<file path="config.mk">
export PLATFORM = sky130hd
export DESIGN_NAME = uart_cmd_decoder_flat
export DESIGN_NICKNAME = d
export VERILOG_FILES = /design/src/rtl/uart_cmd_decoder_pkg.sv /design/src/rtl/uart_cmd_decoder_if.sv /design/src/rtl/uart_cmd_decoder_hamming.sv /design/src/rtl/uart_cmd_decoder.sv /design/src/flat_wrapper.sv
export SDC_FILE = /design/constraint.sdc
export NUM_CORES = 1
export LEC_CHECK = 0
export ABC_AREA = 1
export BUFFER_PORTS_ARGS = -buffer_cell sky130_fd_sc_hd__buf_2
export CELL_PAD_IN_SITES_DETAIL_PLACEMENT = 0
export CELL_PAD_IN_SITES_GLOBAL_PLACEMENT = 1
export CORE_UTILIZATION = 44
export CTS_CLUSTER_DIAMETER = 150
export DETAILED_ROUTE_END_ITERATION = 6
export HOLD_SLACK_MARGIN = 0.02
export PLACE_DENSITY_LB_ADDON = 0.1
export REMOVE_ABC_BUFFERS = 1
export SKIP_LAST_GASP = 1
export SYNTH_ARGS = -nofsm -noshare
export SYNTH_HDL_FRONTEND = slang
export SYNTH_SLANG_ARGS = --single-unit
</file>
<file path="constraint.sdc">
create_clock -name clk -period 2.2 [get_ports clk]
set_input_delay 0.11 -clock clk [delete_from_list [all_inputs] [get_ports clk]]
set_output_delay 0.11 -clock clk [all_outputs]
set_load 0.02 [all_outputs]
</file>
<file path="src/rtl/uart_cmd_decoder_pkg.sv">
// Shared types and constants for the UART command decoder.
package uart_cmd_pkg;

    typedef enum logic [2:0] {
        ST_IDLE,
        ST_DECODE,
        ST_EXEC,
        ST_REPLY_REQ,
        ST_REPLY_WAIT
    } state_t;

    typedef enum logic [1:0] {
        CLS_ON,
        CLS_OFF,
        CLS_TOGGLE,
        CLS_UNKNOWN
    } cmd_class_t;

    localparam logic [3:0] CMD_ON        = 4'h6;
    localparam logic [3:0] CMD_OFF       = 4'hD;
    localparam logic [7:0] LIT_TOGGLE    = 8'h4D;
    localparam logic [7:0] DEF_ACK_BYTE  = 8'h3C;
    localparam logic [7:0] DEF_NACK_BYTE = 8'hC3;

    // Bit7 selects Hamming frame (use corrected nibble) or literal byte.
    function automatic cmd_class_t classify(input logic [7:0] raw, input logic [3:0] nib);
        if (raw[7]) begin
            if (nib == CMD_ON)  return CLS_ON;
            if (nib == CMD_OFF) return CLS_OFF;
            return CLS_UNKNOWN;
        end
        if (raw == LIT_TOGGLE) return CLS_TOGGLE;
        return CLS_UNKNOWN;
    endfunction

endpackage

</file>
<file path="src/rtl/uart_cmd_decoder_if.sv">
// Byte-level link between the decoder and its uart_rx / uart_tx pair.
interface uart_cmd_decoder_if;
    logic [7:0] rx_data;
    logic       rx_done;
    logic       rx_parity_error;
    logic       tx_busy;
    logic       tx_start;
    logic [7:0] tx_data;

    // UART side: delivers received bytes and reports transmitter state.
    modport master (
        output rx_data, rx_done, rx_parity_error, tx_busy,
        input  tx_start, tx_data
    );

    // Decoder side.
    modport slave (
        input  rx_data, rx_done, rx_parity_error, tx_busy,
        output tx_start, tx_data
    );
endinterface

</file>
<file path="src/rtl/uart_cmd_decoder_hamming.sv">
// Hamming(7,4) single-error-correcting decoder, mirror of hamming_7_4_encoder.
// Code layout {d4,d3,d2,p3,d1,p2,p1}; a nonzero syndrome k flips bit k-1.
module hamming_7_4_decoder (
    input  logic [6:0] code_in,
    output logic [3:0] data_out,
    output logic       corrected
);
    logic [2:0] syn;
    logic [6:0] fixed;

    // Syndrome, correction and data extraction.
    always_comb begin
        syn[0] = code_in[0] ^ code_in[2] ^ code_in[4] ^ code_in[6];
        syn[1] = code_in[1] ^ code_in[2] ^ code_in[5] ^ code_in[6];
        syn[2] = code_in[3] ^ code_in[4] ^ code_in[5] ^ code_in[6];
        fixed  = code_in;
        if (syn != 3'd0) fixed = code_in ^ (7'b1 << (syn - 3'd1));
        data_out  = {fixed[6], fixed[5], fixed[4], fixed[2]};
        corrected = |syn;
    end
endmodule

</file>
<file path="src/rtl/uart_cmd_decoder.sv">
// Command front-end: holds one received byte, decodes it, drives the SPWM
// enable, replies ACK/NACK through uart_tx and runs the link watchdog.
module uart_cmd_decoder
    import uart_cmd_pkg::*;
#(
    parameter int unsigned TIMEOUT_CYCLES = 48000000,
    parameter logic [7:0]  ACK_BYTE       = DEF_ACK_BYTE,
    parameter logic [7:0]  NACK_BYTE      = DEF_NACK_BYTE
) (
    input  logic                clk,
    input  logic                reset,
    uart_cmd_decoder_if.slave   bus,
    output logic                pwm_enable,
    output logic                cmd_valid,
    output logic [3:0]          cmd_code,
    output logic [7:0]          err_count,
    output logic                link_timeout
);
    localparam logic [31:0] WD_LIMIT = 32'(TIMEOUT_CYCLES);

    state_t     state_q, state_d;
    cmd_class_t cls_q, cls_d;
    logic [7:0] hold_q, hold_d;
    logic       hold_vld_q, hold_vld_d;
    logic [7:0] byte_q, byte_d;
    logic [3:0] nib_q, nib_d;
    logic       pwm_q, pwm_d;
    logic       cmd_valid_q, cmd_valid_d;
    logic [3:0] cmd_code_q, cmd_code_d;
    logic       tx_start_q, tx_start_d;
    logic [7:0] tx_data_q, tx_data_d;
    logic [7:0] err_q, err_d;
    logic [31:0] wdog_q, wdog_d;
    logic       link_to_q, link_to_d;

    logic [3:0] ham_data;
    logic       leave_idle;
    logic       ack_exec;

    hamming_7_4_decoder u_ham (
        .code_in   (byte_q[6:0]),
        .data_out  (ham_data),
        .corrected ()
    );

    assign leave_idle = (state_q == ST_IDLE) && hold_vld_q;
    assign ack_exec   = (state_q == ST_EXEC) && (cls_q != CLS_UNKNOWN);

    // Hold register and error counter; a strobe that finds the register
    // full (even while it is being drained) is counted as an overrun.
    always_comb begin
        hold_d     = hold_q;
        hold_vld_d = hold_vld_q;
        err_d      = err_q;
        if (leave_idle) hold_vld_d = 1'b0;
        if (bus.rx_done) begin
            if (bus.rx_parity_error || hold_vld_q) begin
                if (err_q != 8'hFF) err_d = err_q + 8'd1;
            end else begin
                hold_d     = bus.rx_data;
                hold_vld_d = 1'b1;
            end
        end
    end

    // Watchdog: only ACKed commands feed it; an ACK on the saturating cycle wins.
    always_comb begin
        if (ack_exec)              wdog_d = 32'd0;
        else if (wdog_q >= WD_LIMIT) wdog_d = WD_LIMIT;
        else                       wdog_d = wdog_q + 32'd1;
        link_to_d = !ack_exec && (wdog_d == WD_LIMIT);
    end

    // Command FSM next state and registered outputs.
    always_comb begin
        state_d     = state_q;
        byte_d      = byte_q;
        nib_d       = nib_q;
        cls_d       = cls_q;
        pwm_d       = pwm_q;
        cmd_valid_d = 1'b0;
        cmd_code_d  = cmd_code_q;
        tx_start_d  = tx_start_q;
        tx_data_d   = tx_data_q;
        case (state_q)
            ST_IDLE: begin
                if (hold_vld_q) begin
                    byte_d  = hold_q;
                    state_d = ST_DECODE;
                end
            end
            ST_DECODE: begin
                nib_d   = byte_q[7] ? ham_data : byte_q[3:0];
                cls_d   = classify(byte_q, ham_data);
                state_d = ST_EXEC;
            end
            ST_EXEC: begin
                case (cls_q)
                    CLS_ON:     pwm_d = 1'b1;
                    CLS_OFF:    pwm_d = 1'b0;
                    CLS_TOGGLE: pwm_d = ~pwm_q;
                    default:    pwm_d = pwm_q;
                endcase
                if (cls_q != CLS_UNKNOWN) begin
                    cmd_valid_d = 1'b1;
                    cmd_code_d  = nib_q;
                    tx_data_d   = ACK_BYTE;
                end else begin
                    tx_data_d   = NACK_BYTE;
                end
                tx_start_d = 1'b1;
                state_d    = ST_REPLY_REQ;
            end
            ST_REPLY_REQ: begin
                if (bus.tx_busy) begin
                    tx_start_d = 1'b0;
                    state_d    = ST_REPLY_WAIT;
                end
            end
            ST_REPLY_WAIT: begin
                if (!bus.tx_busy) state_d = ST_IDLE;
            end
            default: state_d = ST_IDLE;
        endcase
        if (link_to_d) pwm_d = 1'b0;
    end

    // State registers.
    always_ff @(posedge clk or negedge reset) begin
        if (!reset) begin
            state_q     <= ST_IDLE;
            cls_q       <= CLS_UNKNOWN;
            hold_q      <= 8'd0;
            hold_vld_q  <= 1'b0;
            byte_q      <= 8'd0;
            nib_q       <= 4'd0;
            pwm_q       <= 1'b0;
            cmd_valid_q <= 1'b0;
            cmd_code_q  <= 4'd0;
            tx_start_q  <= 1'b0;
            tx_data_q   <= ACK_BYTE;
            err_q       <= 8'd0;
            wdog_q      <= 32'd0;
            link_to_q   <= 1'b0;
        end else begin
            state_q     <= state_d;
            cls_q       <= cls_d;
            hold_q      <= hold_d;
            hold_vld_q  <= hold_vld_d;
            byte_q      <= byte_d;
            nib_q       <= nib_d;
            pwm_q       <= pwm_d;
            cmd_valid_q <= cmd_valid_d;
            cmd_code_q  <= cmd_code_d;
            tx_start_q  <= tx_start_d;
            tx_data_q   <= tx_data_d;
            err_q       <= err_d;
            wdog_q      <= wdog_d;
            link_to_q   <= link_to_d;
        end
    end

    assign bus.tx_start  = tx_start_q;
    assign bus.tx_data   = tx_data_q;
    assign pwm_enable    = pwm_q;
    assign cmd_valid     = cmd_valid_q;
    assign cmd_code      = cmd_code_q;
    assign err_count     = err_q;
    assign link_timeout  = link_to_q;
endmodule

</file>
<file path="src/flat_wrapper.sv">
// flat-port wrapper written by rule: the top's interface ports become plain ports
module uart_cmd_decoder_flat import uart_cmd_pkg::*;
#(
    parameter int unsigned TIMEOUT_CYCLES = 48000000,
    parameter logic [7:0]  ACK_BYTE       = DEF_ACK_BYTE,
    parameter logic [7:0]  NACK_BYTE      = DEF_NACK_BYTE
)
  (clk, reset, pwm_enable, cmd_valid, cmd_code, err_count, link_timeout, bus_rx_data, bus_rx_done, bus_rx_parity_error, bus_tx_busy, bus_tx_start, bus_tx_data);
  uart_cmd_decoder_if bus_i ();
  input  logic clk;
  input  logic reset;
  output logic pwm_enable;
  output logic cmd_valid;
  output logic [3:0] cmd_code;
  output logic [7:0] err_count;
  output logic link_timeout;
  input wire logic [$bits(bus_i.rx_data)-1:0] bus_rx_data;
  input wire logic [$bits(bus_i.rx_done)-1:0] bus_rx_done;
  input wire logic [$bits(bus_i.rx_parity_error)-1:0] bus_rx_parity_error;
  input wire logic [$bits(bus_i.tx_busy)-1:0] bus_tx_busy;
  output wire logic [$bits(bus_i.tx_start)-1:0] bus_tx_start;
  output wire logic [$bits(bus_i.tx_data)-1:0] bus_tx_data;
  assign bus_i.rx_data = bus_rx_data;
  assign bus_i.rx_done = bus_rx_done;
  assign bus_i.rx_parity_error = bus_rx_parity_error;
  assign bus_i.tx_busy = bus_tx_busy;
  assign bus_tx_start = bus_i.tx_start;
  assign bus_tx_data = bus_i.tx_data;
  uart_cmd_decoder #(.TIMEOUT_CYCLES(TIMEOUT_CYCLES), .ACK_BYTE(ACK_BYTE), .NACK_BYTE(NACK_BYTE)) u_core (.clk(clk), .reset(reset), .bus(bus_i), .pwm_enable(pwm_enable), .cmd_valid(cmd_valid), .cmd_code(cmd_code), .err_count(err_count), .link_timeout(link_timeout));
endmodule
</file>
==> results.yml <==
status:
  status: "finished, final reports clean"
final_layout:
  register_area_um2: 1910
  multiInputGateArea_um2: 1880
  area_growth_syn_to_layout_pct: 17.3
  fin_util: 0.545
  antenna_cells: 0
  finalNonFillerCells: 704
  layout.nets: 607
  fillCellCount: 863
  layout-drive-gt1-share: 0.188
drt:
  vias: 3373
  vias_per_cell: 4.79
  ant_nets: 0
  detail_route.wl_per_cell_um: 12.7
  drc_errors: 0
  drtPass1Iterations: 4
  first_iter_violations: 127
  wl_mm: 8.97
sta:
  setup_slack_ns: 0.187
  finalSetupViolations: 0
  period_needed_ns: 2.01
  hold_slack_ns: 0.136
  tns_ns: 0
  fmax_ghz: 0.497
  min_period_over_period: 0.915
  maxSlewViolCount: 0
  clock-skew-final_ns: 0.0117
  maxSlewHeadroom: 0.612
  tightest_slew_ns: 0.580
  hold_viol_final: 0
floorplanning:
  row_count: 34
  start_util: 0.464
  die_h_um: 98.9
  core-area_um2: 8890
  die_area_um2: 9780
  die_x_um: 98.9
  pin_count: 37
global_routing:
  gr-usage-met3: 0.0277
  grt-busiest-layer: "met2"
  grt_pass1_wl_mm: 15.4
  grt_max_degree: 44
  grt.met1_usage: 0.254
  grt_util_met2: 0.349
  overflow: 0
  antenna_found_initial: 0
  grt_pass1_vias: 3310
  track_usage: 0.202
power_and_ir_drop:
  swShare: 0.440
  peakVddDrop_v: 0.000705
  seq_power_share: 0.367
  internal_power_mw: 3.44
  clockPowerShare: 0.183
  p_leak_nw: 2.45
  p_switching_mw: 2.70
  powerDensity_nw_per_um2: 1270
  pwr-share-comb: 0.450
placed_design:
  gp_congestion: 0.891
  post-place-ws_ns: 0.0910
  dp_hpwl_mm: 6.77
  port-buffer-count: 36
  placedCellCount: 673
synthesis:
  ys_top_cells_by_count: "nand2_1 (139), nor2_1 (75), dfrtp_1 (73)"
  syn_avg_cell_area_um2: 7.83
  synth_edf_count: 0
  synth_seq_cells: 76
  synth_ff_type: "dfrtp_1"
  synth_cell_types: 38
  synth.most_common_cell: "nand2_1"
  synth_area_leaders: "dfrtp_1 (44%), nand2_1 (13%), nor2_1 (6.8%), inv_1 (6.0%), nand3_1 (3.6%)"
  synth_warnings: 0
  netlist.area_leader.share: 0.442
  seq_area_frac_synth: 0.462
  async_flop_share: 1.00
  syn-instance-count: 527
  synth_top_area_cell: "dfrtp_1"
  syn_area_um2: 4130
worst_hold_path:
  min_path_type: "primary input to register"
cts:
  path_clk_slew_ns: 0.09
  cts_max_level: 3
  clockBufferDepth: 2
  clockRootBuffer: "clkbuf_8"
  insertion_delay_ns: 0.35
  cts.sink_count: 76
  cts_tree: "built"
  cts_made_buffers: 9
worst_setup_path:
  critPathBufInv: 1
  worstSetupPathType: "register to register"
  path_delay_family: "simple AND/OR/NAND/NOR gates"
  cp_slowest_cell: "dfrtp_1"
  cp_common_cell: "nand2_1"
  max_stage_delay_ns: 0.40
  critical_path.max_fanout: 4
  worstPathCellList: "ha_2 -> nand2_4 -> nor2_4 -> nand3_4 -> buf_12 -> xor2_1 -> nand2_1 -> nand3_1 -> nor2_2 -> nand2_1 -> nor2_1 -> nand2_1 -> nand2_1 -> nand2_1"
  crit_arrival_ns: 2.26
  crit_required_ns: 2.45
  cp-start-kind: "register"
  crit_path_end_kind: "register"
flow_run:
  cap_violations: 0
-- sequential cells by signal (all words and copies together) (netlist names) --
name,count
u_core.hold_q,8
u_core.nib_q,4
u_core.wdog_q,32
u_core.cmd_valid,1
u_core.cls_q,2
u_core.cmd_code,4
u_core.bus.tx_data,2
u_core.link_timeout,1
u_core.pwm_enable,1
u_core.bus.tx_start,1
u_core.byte_q,8
u_core.err_count,8
u_core.hold_vld_q,1
u_core.state_q,3
-- cells in the final DEF (no fill, tap or decap), drive strengths merged --
master	n
dlygate4sd3	10
bufinv	1
nor3	6
o311ai	1
dfrtp	73
inv	74
o21bai	1
mux2	7
o211ai	2
xor2	12
buf	52
a21oi	26
nand4	9
nand3b	1
or2	1
nand2	144
o41ai	1
clkinvlp	2
a31oi	1
nor2	85
dfstp	3
ha	3
o21ai	16
xnor2	14
nand3	32
clkinv	4
conb	6
clkbuf	9
-- per-layer routing --
metal | vias up | share of wire
li1 | 1752 | -
met1 | 1548 | 0.46
met2 | 55 | 0.49
met3 | 18 | 0.026
met4 | 0 | 0.024
met5 | - | 0
-- tightest hold or removal path, cell delays in order --
cell     delay [ns]
buf_2          0.10
nand2_1        0.05
nor2_1         0.07
nand2_1        0.06
nand2_1        0.05
-- power by group through the flow --
stage	Sequential [mW]	Clock (mW)	Combinational (mW)
6_report	2.26	1.12	2.76
3_3_place_gp	2.28	0	2.73
4_1_cts	2.27	1.17	2.77
3_5_place_dp	2.29	0	2.75
2_1_floorplan	2.45	0	1.80
5_1_grt	2.33	1.21	3.16
-- cells by family after synthesis --
family,count (synthesis),share of synthesized area
other cells,1,0.000908
simple gates,278,0.292
buf+inv,88,0.0915
xor+xnor,26,0.0624
compound gates,48,0.0636
fa+ha+maj,3,0.00909
mux,7,0.0191
flops,76,0.462
-- metrics by stage --
stage               total power, mW  instance area, um2
floorplan                      4.25                4050
global placement               5.00                4460
detailed placement             5.04                4460
CTS                            6.20                4770
global route                   6.69                4840
finish                         6.15                4840
-- path summary, 6_finish.rpt --
| kind | start | endpoint | slack (ns) | depth (start not counted) |
|---|---|---|---|---|
| max | u_core.wdog_q[1]$_DFF_PN0_ | u_core.pwm_enable$_DFFE_PN0P_ | 0.19 | 14 |
| min | bus_rx_done | u_core.err_count[1]$_DFFE_PN0P_ | 0.14 | 5 |
| max reg2reg | u_core.wdog_q[1]$_DFF_PN0_ | u_core.pwm_enable$_DFFE_PN0P_ | 0.19 | 14 |
| min reg2reg | u_core.cls_q[0]$_DFFE_PN1P_ | u_core.cls_q[0]$_DFFE_PN1P_ | 0.47 | 2 |
| max in group asynchronous | reset | u_core.hold_q[7]$_DFFE_PN0P_ | 1.24 | 3 |
| min in group asynchronous | reset | u_core.wdog_q[13]$_DFF_PN0_ | 0.30 | 2 |
-- cell type report --
class | count | share of cell area
clock buffers | 9 | 0.0256
clock inverters | 7 | 0.0171
inverters | 74 | 0.0584
multi-input cells | 368 | 0.389
flip-flops and latches | 76 | 0.394
well taps | 108 | 0.0279
repair buffers | 62 | 0.0884
-- timing repair --
action,CTS,global route
hold endpoints to repair,47,0
endpoints found under the setup margin,0,2
hold buffers,10,0
resized for setup,0,10
buffers inserted,0,5
No activity file was read; power rests on OpenSTA's default activity.
